===== config.mk =====
export PLATFORM = sky130hd
export DESIGN_NAME = nibble_serial_tx
export DESIGN_NICKNAME = d
export VERILOG_FILES = /design/src/rtl/nibble_serial_tx_pkg.sv /design/src/rtl/nibble_serial_tx_bit_timer.sv /design/src/rtl/nibble_serial_tx.sv
export SDC_FILE = /design/constraint.sdc
export NUM_CORES = 1
export LEC_CHECK = 0
export CAP_MARGIN = 5
export CORE_ASPECT_RATIO = 0.9
export CORE_MARGIN = 2
export CORE_UTILIZATION = 45
export CTS_CLUSTER_SIZE = 25
export DETAILED_ROUTE_END_ITERATION = 12
export DONT_BUFFER_PORTS = 1
export SYNTH_ARGS = -nofsm -noshare
export SYNTH_HDL_FRONTEND = slang
export SYNTH_SLANG_ARGS = --single-unit

===== constraint.sdc =====
create_clock -name CLK -period 1.6 [get_ports CLK]
set_input_delay 0.32 -clock CLK [delete_from_list [all_inputs] [get_ports CLK]]
set_output_delay 0.32 -clock CLK [all_outputs]
set_load 0.05 [all_outputs]

===== src/rtl/nibble_serial_tx_pkg.sv =====
// Shared definitions for the nibble serial link: FSM state encodings and line levels.
// The matching receiver imports the same package so both ends agree on encodings.
package nibble_serial_tx_pkg;

  // Frame phases; the encodings are fixed so the receiver can decode them identically.
  typedef enum logic [2:0] {
    StIdle   = 3'd0,
    StStart  = 3'd1,
    StData   = 3'd2,
    StParity = 3'd3,
    StStop   = 3'd4
  } tx_state_e;

  // Level the serial line rests at between frames (also the stop-bit level).
  localparam logic LineIdle  = 1'b1;
  localparam logic LineStart = 1'b0;

endpackage


===== src/rtl/nibble_serial_tx_bit_timer.sv =====
// Bit-period timer: counts enabled cycles 0..CLKS_PER_BIT-1 and flags the last one.
module nibble_serial_tx_bit_timer #(
  parameter int unsigned CLKS_PER_BIT = 16
) (
  input  logic CLK,
  input  logic RST,
  input  logic Ce,
  input  logic clr,
  output logic tick
);

  // A 1-cycle bit period still needs a one-bit counter that simply stays at zero.
  localparam int unsigned CntW = (CLKS_PER_BIT > 1) ? $clog2(CLKS_PER_BIT) : 1;
  localparam logic [CntW-1:0] CntLast = CntW'(CLKS_PER_BIT - 1);

  logic [CntW-1:0] cnt_q, cnt_d;
  logic            at_last;

  assign at_last = (cnt_q == CntLast);
  // Only an enabled cycle can finish a bit period.
  assign tick    = Ce & at_last;

  // Next count: hold at zero while cleared, wrap after the last cycle of the period.
  always_comb begin
    cnt_d = cnt_q;
    if (clr || at_last) begin
      cnt_d = '0;
    end else begin
      cnt_d = cnt_q + CntW'(1);
    end
  end

  // Counter register, frozen when Ce is low; reset wins over Ce.
  always_ff @(posedge CLK) begin
    if (!RST) begin
      cnt_q <= '0;
    end else if (Ce) begin
      cnt_q <= cnt_d;
    end
  end

endmodule


===== src/rtl/nibble_serial_tx.sv =====
// Serial transmitter: start(0), DATA_W bits LSB-first, optional even parity, stop(1).
module nibble_serial_tx
  import nibble_serial_tx_pkg::*;
#(
  parameter int unsigned DATA_W       = 4,
  parameter int unsigned CLKS_PER_BIT = 16,
  parameter int unsigned PARITY_EN    = 0
) (
  input  logic              CLK,
  input  logic              RST,
  input  logic              Ce,
  input  logic [DATA_W-1:0] Din,
  input  logic              Load,
  output logic              Ready,
  output logic              TxD,
  output logic              Busy,
  output logic              Done
);

  localparam int unsigned BitCntW = $clog2(DATA_W + 1);
  localparam logic [BitCntW-1:0] BitLast = BitCntW'(DATA_W - 1);

  tx_state_e           state_q, state_d;
  logic [DATA_W-1:0]   shift_q, shift_d;
  logic [BitCntW-1:0]  bit_cnt_q, bit_cnt_d;
  logic                parity_q, parity_d;
  logic                txd_q, txd_d;
  logic                busy_q, busy_d;
  logic                done_q, done_d;
  logic                tick;
  logic                timer_clr;
  logic                accept;

  assign Ready     = (state_q == StIdle);
  assign accept    = Load & Ready & Ce;
  // Keep the period counter at zero while idle so START gets a full period.
  assign timer_clr = (state_q == StIdle);

  assign TxD  = txd_q;
  assign Busy = busy_q;
  assign Done = done_q;

  nibble_serial_tx_bit_timer #(
    .CLKS_PER_BIT(CLKS_PER_BIT)
  ) u_bit_timer (
    .CLK (CLK),
    .RST (RST),
    .Ce  (Ce),
    .clr (timer_clr),
    .tick(tick)
  );

  // Next-state and output decode; TxD is loaded with the level of the bit being entered.
  always_comb begin
    state_d   = state_q;
    shift_d   = shift_q;
    bit_cnt_d = bit_cnt_q;
    parity_d  = parity_q;
    txd_d     = txd_q;
    busy_d    = busy_q;
    done_d    = 1'b0;

    unique case (state_q)
      StIdle: begin
        if (accept) begin
          state_d   = StStart;
          shift_d   = Din;
          parity_d  = ^Din;
          bit_cnt_d = '0;
          txd_d     = LineStart;
          busy_d    = 1'b1;
        end
      end
      StStart: begin
        if (tick) begin
          state_d = StData;
          txd_d   = shift_q[0];
          shift_d = shift_q >> 1;
        end
      end
      StData: begin
        if (tick) begin
          if (bit_cnt_q == BitLast) begin
            bit_cnt_d = '0;
            if (PARITY_EN != 0) begin
              state_d = StParity;
              txd_d   = parity_q;
            end else begin
              state_d = StStop;
              txd_d   = LineIdle;
            end
          end else begin
            bit_cnt_d = bit_cnt_q + 1'b1;
            txd_d     = shift_q[0];
            shift_d   = shift_q >> 1;
          end
        end
      end
      StParity: begin
        if (tick) begin
          state_d = StStop;
          txd_d   = LineIdle;
        end
      end
      StStop: begin
        if (tick) begin
          state_d = StIdle;
          txd_d   = LineIdle;
          busy_d  = 1'b0;
          done_d  = 1'b1;
        end
      end
      default: begin
        state_d = StIdle;
        txd_d   = LineIdle;
        busy_d  = 1'b0;
      end
    endcase
  end

  // State and datapath registers; Ce low freezes everything, reset ignores Ce.
  always_ff @(posedge CLK) begin
    if (!RST) begin
      state_q   <= StIdle;
      shift_q   <= '0;
      bit_cnt_q <= '0;
      parity_q  <= 1'b0;
      txd_q     <= LineIdle;
      busy_q    <= 1'b0;
      done_q    <= 1'b0;
    end else if (Ce) begin
      state_q   <= state_d;
      shift_q   <= shift_d;
      bit_cnt_q <= bit_cnt_d;
      parity_q  <= parity_d;
      txd_q     <= txd_d;
      busy_q    <= busy_d;
      done_q    <= done_d;
    end
  end

endmodule


==> run_summary.xml, run 1 <==
<?xml version="1.0" encoding="UTF-8"?>
<metrics>
  <group name="synthesis">
    <metric name="post_synth_fa_ha_maj_area_fraction" unit="%">2.625</metric>
    <metric name="synth_sequential_area_ratio" unit="%">35.70</metric>
    <metric name="netlist.area_leader.share" unit="%">35.70</metric>
    <metric name="synthXorXnorAreaFrac" unit="%">0.9186</metric>
    <metric name="ys_seq_elements" unit="">17</metric>
    <metric name="synth.area.top_cells" unit="">sky130_fd_sc_hd__dfxtp_1, sky130_fd_sc_hd__a21oi_1, sky130_fd_sc_hd__o211a_1, sky130_fd_sc_hd__o31ai_1, sky130_fd_sc_hd__nor2_1</metric>
    <metric name="synthDistinctLibCells" unit="">41</metric>
    <metric name="post_synth_and_or_nand_nor_area_fraction" unit="%">21.92</metric>
    <metric name="number_of_instances_in_the_synthesized_netlist" unit="">108</metric>
    <metric name="count_of_yosys_warnings_during_synthesis" unit="">0</metric>
    <metric name="synth.mux.area_fraction" unit="%">5.643</metric>
    <metric name="synth_top_cell_by_area" unit="">sky130_fd_sc_hd__dfxtp_1</metric>
    <metric name="combinational_family_with_the_most_area_after_synthesis" unit="">compound AO/OA/AOI/OAI gates</metric>
    <metric name="postSynthAreaPerCell" unit="um2">8.828</metric>
    <metric name="net_count_after_synthesis" unit="">118</metric>
    <metric name="synth_compound_gate_area_share" unit="%">27.30</metric>
    <metric name="combined_area_of_all_synthesized_cells" unit="um2">953.4</metric>
  </group>
  <group name="detailed_routing">
    <metric name="drt_pre_antenna_iters" unit="">4</metric>
    <metric name="number_of_drc_markers_after_the_initial_detailed_route_iteration" unit="">36</metric>
    <metric name="wire_per_inst" unit="um">14.22</metric>
    <metric name="via_count" unit="">845</metric>
    <metric name="totalWireLength" unit="um">2048</metric>
    <metric name="route.detailed.drc" unit="">0</metric>
    <metric name="vias_per_cell" unit="">5.868</metric>
    <metric name="antenna_violation_net_count_after_detailed_routing" unit="">0</metric>
  </group>
  <group name="critical_path">
    <metric name="worstSetupEndpoint" unit="">Ready</metric>
    <metric name="cp-startpoint" unit="">state_q[0]</metric>
    <metric name="reg2reg_from" unit="">state_q[0]</metric>
    <metric name="critPathKind" unit="">register to output port</metric>
    <metric name="endpoint_kind" unit="">output port</metric>
    <metric name="cpMaxStageDelayCell" unit="">sky130_fd_sc_hd__or3_4</metric>
    <metric name="critical-path-max-stage-delay" unit="ps">400</metric>
    <metric name="regToRegEndpoint" unit="">shift_q[1]</metric>
    <metric name="worstPathMaxFanout" unit="">3</metric>
    <metric name="reg2reg_slack" unit="ps">60</metric>
    <metric name="reg2reg_path_depth" unit="">5</metric>
    <metric name="worstPathCellList" unit="">or3_4, inv_4, buf_12</metric>
    <metric name="critical_path.startpoint_type" unit="">register</metric>
    <metric name="cp_data_required_time" unit="ps">1280</metric>
    <metric name="arrival" unit="ps">1250</metric>
  </group>
  <group name="sta">
    <metric name="grt_setup_unrepaired" unit="">true</metric>
    <metric name="clock_skew" unit="ps">13.89</metric>
    <metric name="slew_viol_final" unit="">0</metric>
    <metric name="final-hold-violation-count" unit="">0</metric>
    <metric name="setup_viol" unit="">0</metric>
    <metric name="tns" unit="ps">0</metric>
    <metric name="worst-slew-pin-transition" unit="ps">525.3</metric>
    <metric name="final_period_minus_worst_setup_slack" unit="ps">1574</metric>
    <metric name="achievable-frequency" unit="MHz">635.3</metric>
    <metric name="period_share" unit="%">98.39</metric>
    <metric name="slew_headroom" unit="%">64.93</metric>
    <metric name="fin_ws" unit="ps">25.83</metric>
  </group>
  <group name="global_route">
    <metric name="grt_pass1_wl" unit="um">3291</metric>
    <metric name="antenna_found_initial" unit="">0</metric>
    <metric name="grt_remaining_overflow" unit="">0</metric>
    <metric name="grt_pass1_vias" unit="">674</metric>
    <metric name="grtUsageTotal" unit="%">18.88</metric>
    <metric name="grt_start_max_net_pins" unit="">17</metric>
  </group>
  <group name="final_layout">
    <metric name="layout.cells.most_common" unit="">sky130_fd_sc_hd__dfxtp_1</metric>
    <metric name="layout.cells.most_common_list" unit="">sky130_fd_sc_hd__dfxtp_1, sky130_fd_sc_hd__buf_4, sky130_fd_sc_hd__nor2_1</metric>
    <metric name="multiInputGateArea" unit="um2">570.5</metric>
    <metric name="register_area" unit="um2">349.1</metric>
    <metric name="number_of_nets_at_the_end_of_the_flow" unit="">130</metric>
    <metric name="finalNonFillerCells" unit="">144</metric>
    <metric name="synthToLayoutAreaGrowth" unit="%">17.06</metric>
    <metric name="final.fill_count" unit="">190</metric>
    <metric name="post_route_cells_drive_above_1_share" unit="%">28.57</metric>
    <metric name="diode_count" unit="">0</metric>
  </group>
  <group name="placement">
    <metric name="place_worst_setup_slack" unit="ps">67.96</metric>
    <metric name="numPortBuffers" unit="">0</metric>
    <metric name="dp_cells" unit="">136</metric>
    <metric name="gp_congestion" unit="">0.8255</metric>
    <metric name="hpwl" unit="um">1460</metric>
  </group>
  <group name="power">
    <metric name="worst_ir_drop_vdd" unit="V">0.0005074</metric>
    <metric name="design_power_total" unit="uW">909.1</metric>
    <metric name="static-leakage-power" unit="uW">0.0004449</metric>
    <metric name="power_density" unit="nW/um2">814.6</metric>
  </group>
  <group name="worst_hold_path">
    <metric name="hold_class" unit="">input port to register</metric>
  </group>
  <group name="clock_network">
    <metric name="cts_root_buf" unit="">sky130_fd_sc_hd__clkbuf_4</metric>
    <metric name="cts-buffers-inserted" unit="">3</metric>
    <metric name="tritoncts_clock_tree" unit="">built</metric>
    <metric name="htreeDepth" unit="">1</metric>
    <metric name="clk-insertion-delay-late" unit="ps">300</metric>
    <metric name="clock_sink_count" unit="">17</metric>
    <metric name="clk_transition_reported_paths" unit="ps">100</metric>
    <metric name="clock_path_buffers" unit="">2</metric>
  </group>
  <group name="floorplan">
    <metric name="fp.dieH" unit="um">47.67</metric>
    <metric name="std_cell_rows" unit="">15</metric>
    <metric name="core_region_area" unit="um2">1952</metric>
    <metric name="floorplan.initialDensity" unit="%">48.85</metric>
    <metric name="floorplan.die.width" unit="um">52.52</metric>
    <metric name="fp.dieArea" unit="um2">2503</metric>
    <metric name="ioPinCount" unit="">12</metric>
  </group>
  <group name="status">
    <metric name="run_status" unit="">finished clean</metric>
  </group>
  <group name="job">
    <metric name="timing.max_cap.violations" unit="">0</metric>
  </group>
</metrics>
[flip-flops by register name, indices dropped and copies added, names as in the netlist]
name and count:
u_bit_timer.cnt_q 4, TxD 1, bit_cnt_q 3, state_q 3
Busy 1, Done 1, shift_q 4
[through the flow]
stage / area, um2 / util, % / hold slack [ps]
2_1_floorplan: 953.4 / - / 415.4
3_3_place_gp: 1035 / 53.01 / 425.2
3_5_place_dp: 1035 / 53.01 / 435.0
4_1_cts: 1092 / 55.96 / 110.5
5_1_grt: 1116 / 57.18 / 92.99
6_report: 1116 / 57.18 / 111.5
[power breakdown]
part | switching, uW | internal, uW | total, uW
sequential | 34.7 | 442 | 477
combinational | 94.5 | 105 | 199
clock | 135 | 97.2 | 233
[Yosys cell counts]
library cell,number
sky130_fd_sc_hd__ha_1,2
sky130_fd_sc_hd__nand4_1,3
sky130_fd_sc_hd__o211ai_1,1
sky130_fd_sc_hd__dfxtp_1,17
sky130_fd_sc_hd__nand3_1,3
sky130_fd_sc_hd__o311a_1,1
sky130_fd_sc_hd__a31o_2,3
sky130_fd_sc_hd__inv_2,1
sky130_fd_sc_hd__o31ai_1,4
sky130_fd_sc_hd__a32oi_1,1
sky130_fd_sc_hd__o21ai_1,3
sky130_fd_sc_hd__inv_1,4
sky130_fd_sc_hd__xnor2_1,1
sky130_fd_sc_hd__mux2_1,1
sky130_fd_sc_hd__nor2_1,7
sky130_fd_sc_hd__nor4_1,1
sky130_fd_sc_hd__nor2b_1,3
sky130_fd_sc_hd__a31oi_1,3
sky130_fd_sc_hd__nand2_1,6
sky130_fd_sc_hd__a32o_1,1
sky130_fd_sc_hd__nand2b_1,3
sky130_fd_sc_hd__nand4b_1,1
sky130_fd_sc_hd__buf_6,1
sky130_fd_sc_hd__or3_4,1
sky130_fd_sc_hd__nor3_1,3
sky130_fd_sc_hd__o211a_1,3
sky130_fd_sc_hd__nor2_2,1
sky130_fd_sc_hd__or3_1,1
sky130_fd_sc_hd__mux2i_1,2
sky130_fd_sc_hd__mux2_2,2
sky130_fd_sc_hd__a31oi_4,1
sky130_fd_sc_hd__o211ai_2,1
sky130_fd_sc_hd__a21oi_1,6
sky130_fd_sc_hd__and4_1,1
sky130_fd_sc_hd__o41ai_2,1
sky130_fd_sc_hd__a2bb2oi_1,1
sky130_fd_sc_hd__and3_1,3
sky130_fd_sc_hd__nand3b_1,1
sky130_fd_sc_hd__clkbuf_1,3
sky130_fd_sc_hd__o21ai_0,3
sky130_fd_sc_hd__buf_2,3
[kinds of logic after synthesis]
family                     count (synthesis)
and+or+nand+nor                           38
AOI/OAI and AO/OA                         33
DFF                                       17
buffers and inverters                     12
muxes                                      5
adders and majority gates                  2
xor gates and xnor gates                   1
[critical path: cells and delay by family (launching register included)]
kind	cells	cell delay, ps
DFF	1	360
and+or+nand+nor	1	400
buffers and inverters	2	210
[layer usage]
metal / global-route usage [%] / vias to the layer above / routed length, um
met5: 0 / - / 0
met4: 7.179 / 0 / 28
li1: - / 426 / -
met3: 6.875 / 5 / 138
met2: 24.00 / 30 / 845
met1: 28.38 / 384 / 1036
[worst min-delay path by stage]
stage            startpoint            to  slack, ps  cells past startpoint
6_report                RST           TxD        110                      1
5_1_grt                 RST           TxD         90                      1
4_1_cts                 RST           TxD        110                      1
3_5_place_dp   bit_cnt_q[2]  bit_cnt_q[2]        430                      2
3_3_place_gp   bit_cnt_q[2]  bit_cnt_q[2]        430                      2
2_1_floorplan  bit_cnt_q[2]  bit_cnt_q[2]        420                      2
[cell type report]
| cell class | count | area share [%] |
|---|---|---|
| multi-input cells | 79 | 51.12 |
| flip-flops and latches | 17 | 31.28 |
| repair buffers | 14 | 10.54 |
| well taps | 25 | 2.803 |
| clock buffers | 4 | 2.354 |
| inverters | 5 | 1.906 |
[repair_timing]
item                                    4_1_cts  5_1_grt
setup buffers                                 3        1
resized for setup                             5        4
endpoints found under the setup margin        1        4
pin swaps                                     1        1
hold buffers                                  0        0
No activity file was read; power rests on OpenSTA's default activity.
==> run 2, diff against run 1 <==
Settings changed: SLEW_MARGIN from default to 20.
==> results of run 2 <==
Same layout as run 1: the final DEF is identical, and so are final timing and power.
==> run 3, diff against run 2 <==
Settings changed: PLACE_DENSITY_LB_ADDON from default to 0.2.
==> run 3 against run 2 <==
  * Highest routed layer unchanged
  * Hold slack better by 6.4 ps
  * The run now ends with setup timing left
  * Global-route usage is 1.4 points higher
  * Utilization rose by 4.2 points
  * Clock skew is 6.4 ps lower
  * Routed wire length is 20% higher
  * First-iteration DRC count increased by 36%
  * Die area unchanged
  * Worst setup slack worse by 49 ps
  * Critical endpoint unchanged
  * Non-clock buffer count rose by 3
  * Via count grew 7.7%
==> run_summary.xml, run 3 (synthesis gave the netlist of run 1 again) <==
<?xml version="1.0" encoding="UTF-8"?>
<metrics>
  <group name="detailed_routing">
    <metric name="drt_pre_antenna_iters" unit="">4</metric>
    <metric name="route.detailed.drc" unit="">0</metric>
    <metric name="totalWireLength" unit="um">2464</metric>
    <metric name="antenna_violation_net_count_after_detailed_routing" unit="">0</metric>
    <metric name="number_of_drc_markers_after_the_initial_detailed_route_iteration" unit="">49</metric>
    <metric name="vias_per_cell" unit="">6.190</metric>
    <metric name="via_count" unit="">910</metric>
    <metric name="wire_per_inst" unit="um">16.76</metric>
  </group>
  <group name="critical_path">
    <metric name="worstPathMaxFanout" unit="">2</metric>
    <metric name="endpoint_kind" unit="">output port</metric>
    <metric name="regToRegEndpoint" unit="">state_q[1]</metric>
    <metric name="reg2reg_from" unit="">state_q[0]</metric>
    <metric name="critical_path.startpoint_type" unit="">register</metric>
    <metric name="critPathKind" unit="">register to output port</metric>
    <metric name="arrival" unit="ps">1300</metric>
    <metric name="reg2reg_slack" unit="ps">0</metric>
    <metric name="reg2reg_path_depth" unit="">5</metric>
    <metric name="cp_data_required_time" unit="ps">1280</metric>
  </group>
  <group name="final_layout">
    <metric name="diode_count" unit="">0</metric>
    <metric name="number_of_nets_at_the_end_of_the_flow" unit="">133</metric>
    <metric name="final.fill_count" unit="">174</metric>
    <metric name="synthToLayoutAreaGrowth" unit="%">25.59</metric>
    <metric name="finalNonFillerCells" unit="">147</metric>
    <metric name="layout.cells.most_common_list" unit="">sky130_fd_sc_hd__buf_4, sky130_fd_sc_hd__dfxtp_1, sky130_fd_sc_hd__nand2_1, sky130_fd_sc_hd__a21oi_1, sky130_fd_sc_hd__nor2_1</metric>
    <metric name="post_route_cells_drive_above_1_share" unit="%">36.07</metric>
    <metric name="layout.cells.most_common" unit="">sky130_fd_sc_hd__buf_4</metric>
    <metric name="final_core_utilization" unit="%">61.35</metric>
    <metric name="largestRegisters" unit="">shift_q: 4 flops, u_bit_timer.cnt_q: 4 flops</metric>
  </group>
  <group name="floorplan">
    <metric name="ioPinCount" unit="">12</metric>
    <metric name="floorplan.initialDensity" unit="%">48.85</metric>
    <metric name="floorplan.die.width" unit="um">52.52</metric>
    <metric name="std_cell_rows" unit="">15</metric>
    <metric name="fp.dieArea" unit="um2">2503</metric>
    <metric name="core_region_area" unit="um2">1952</metric>
    <metric name="fp.dieH" unit="um">47.67</metric>
  </group>
  <group name="global_route">
    <metric name="grt_start_max_net_pins" unit="">17</metric>
    <metric name="grt_remaining_overflow" unit="">0</metric>
    <metric name="grt_pass1_vias" unit="">800</metric>
    <metric name="antenna_found_initial" unit="">0</metric>
    <metric name="grtUsageTotal" unit="%">20.28</metric>
    <metric name="grt_pass1_wl" unit="um">3643</metric>
  </group>
  <group name="placement">
    <metric name="gp_congestion" unit="">0.7901</metric>
    <metric name="dp_cells" unit="">137</metric>
    <metric name="place_worst_setup_slack" unit="ps">57.00</metric>
    <metric name="numPortBuffers" unit="">0</metric>
    <metric name="hpwl" unit="um">1503</metric>
  </group>
  <group name="worst_hold_path">
    <metric name="end_point_of_the_most_critical_hold_path" unit="">TxD</metric>
    <metric name="hp-start" unit="">RST</metric>
    <metric name="min_path_cells" unit="">1</metric>
    <metric name="hold_class" unit="">input port to register</metric>
  </group>
  <group name="sta">
    <metric name="tns" unit="ps">-23.40</metric>
    <metric name="final-hold-violation-count" unit="">0</metric>
    <metric name="period_share" unit="%">101.5</metric>
    <metric name="setup_viol" unit="">2</metric>
    <metric name="grt_setup_unrepaired" unit="">true</metric>
    <metric name="clock_skew" unit="ps">7.524</metric>
    <metric name="worst-slew-pin-transition" unit="ps">534.2</metric>
    <metric name="fin_ws" unit="ps">-23.30</metric>
    <metric name="achievable-frequency" unit="MHz">616.0</metric>
    <metric name="worst_hold_slack" unit="ps">117.8</metric>
    <metric name="slew_viol_final" unit="">0</metric>
    <metric name="slew_headroom" unit="%">64.34</metric>
    <metric name="final_period_minus_worst_setup_slack" unit="ps">1623</metric>
  </group>
  <group name="status">
    <metric name="run_status" unit="">complete, but fails checks</metric>
    <metric name="failed_checks" unit="">setup timing</metric>
  </group>
  <group name="power">
    <metric name="static-leakage-power" unit="uW">0.0004673</metric>
    <metric name="power_density" unit="nW/um2">781.3</metric>
    <metric name="worst_ir_drop_vdd" unit="V">0.0007128</metric>
  </group>
  <group name="clock_network">
    <metric name="tritoncts_clock_tree" unit="">built</metric>
    <metric name="cts_root_buf" unit="">sky130_fd_sc_hd__clkbuf_4</metric>
    <metric name="clock_path_buffers" unit="">2</metric>
    <metric name="clock_sink_count" unit="">17</metric>
    <metric name="htreeDepth" unit="">1</metric>
    <metric name="clk-insertion-delay-late" unit="ps">300</metric>
    <metric name="clk_transition_reported_paths" unit="ps">100</metric>
    <metric name="cts_hold_buf" unit="">0</metric>
    <metric name="cts-buffers-inserted" unit="">3</metric>
  </group>
  <group name="job">
    <metric name="timing.max_cap.violations" unit="">0</metric>
  </group>
</metrics>
-- run 3: cell count changes in the layout (fill, tap and decap cells not counted), sizes merged --
cell / previous run / this run
clkbuf: 4 / 3
clkinv: 0 / 1
buf: 14 / 17
-- run 3: layer usage --
metal | wire, um | global-route usage [%] | up-vias | share of wire, %
met5 | 0 | 0 | - | 0
met4 | 86 | 5.641 | 0 | 3.5
met3 | 207 | 7.813 | 15 | 8.4
met2 | 1091 | 32.00 | 41 | 44
met1 | 1079 | 26.30 | 422 | 44
li1 | - | - | 432 | -
-- run 3: report_power, final --
part	switching, uW	total, uW	internal (uW)
sequential	36.2	479	443
combinational	107	219	112
clock	144	237	93.3
-- run 3: layout make-up --
| class | count | area [um2] | area share [%] |
|---|---|---|---|
| Sequential cell | 17 | 350.3 | 29.26 |
| Tap cell | 25 | 31.28 | 2.612 |
| Timing Repair Buffer | 17 | 156.4 | 13.06 |
| Inverter | 5 | 21.27 | 1.776 |
| Clock buffer | 3 | 22.52 | 1.881 |
| Clock inverter | 1 | 5.005 | 0.4180 |
| Multi-Input combinational cell | 79 | 610.6 | 50.99 |
-- run 3: worst max path at each step --
stage                    start                    to  slack (ps)  depth (start not counted)
finish              state_q[0]                 Ready         -20                          3
global route        state_q[0]                 Ready         -40                          3
CTS                 state_q[0]                 Ready          10                          3
detailed placement  state_q[0]            shift_q[1]          60                          4
global placement    state_q[0]            shift_q[1]         100                          4
floorplan           state_q[1]  u_bit_timer.cnt_q[2]         120                          6
-- run 3: critical path: stages (launching register included) --
cell	delay [ps]
sky130_fd_sc_hd__dfxtp_4	360
sky130_fd_sc_hd__or3_4	420
sky130_fd_sc_hd__inv_4	90
sky130_fd_sc_hd__buf_12	130
-- run 3: what timing repair did --
item	in CTS	in global routing
setup endpoints to repair	1	8
gates resized for setup	6	12
hold endpoints to repair	0	0
setup buffers	3	3
pin swaps	1	1
-- run 3: through the flow --
stage | total power [uW] | cell area, um2
after floorplan | 624.4 | 953.4
final | 935.6 | 1197
after global routing | 972.7 | 1197
after detailed placement | 668.2 | 1042
after global placement | 665.0 | 1042
after CTS | 915.7 | 1104
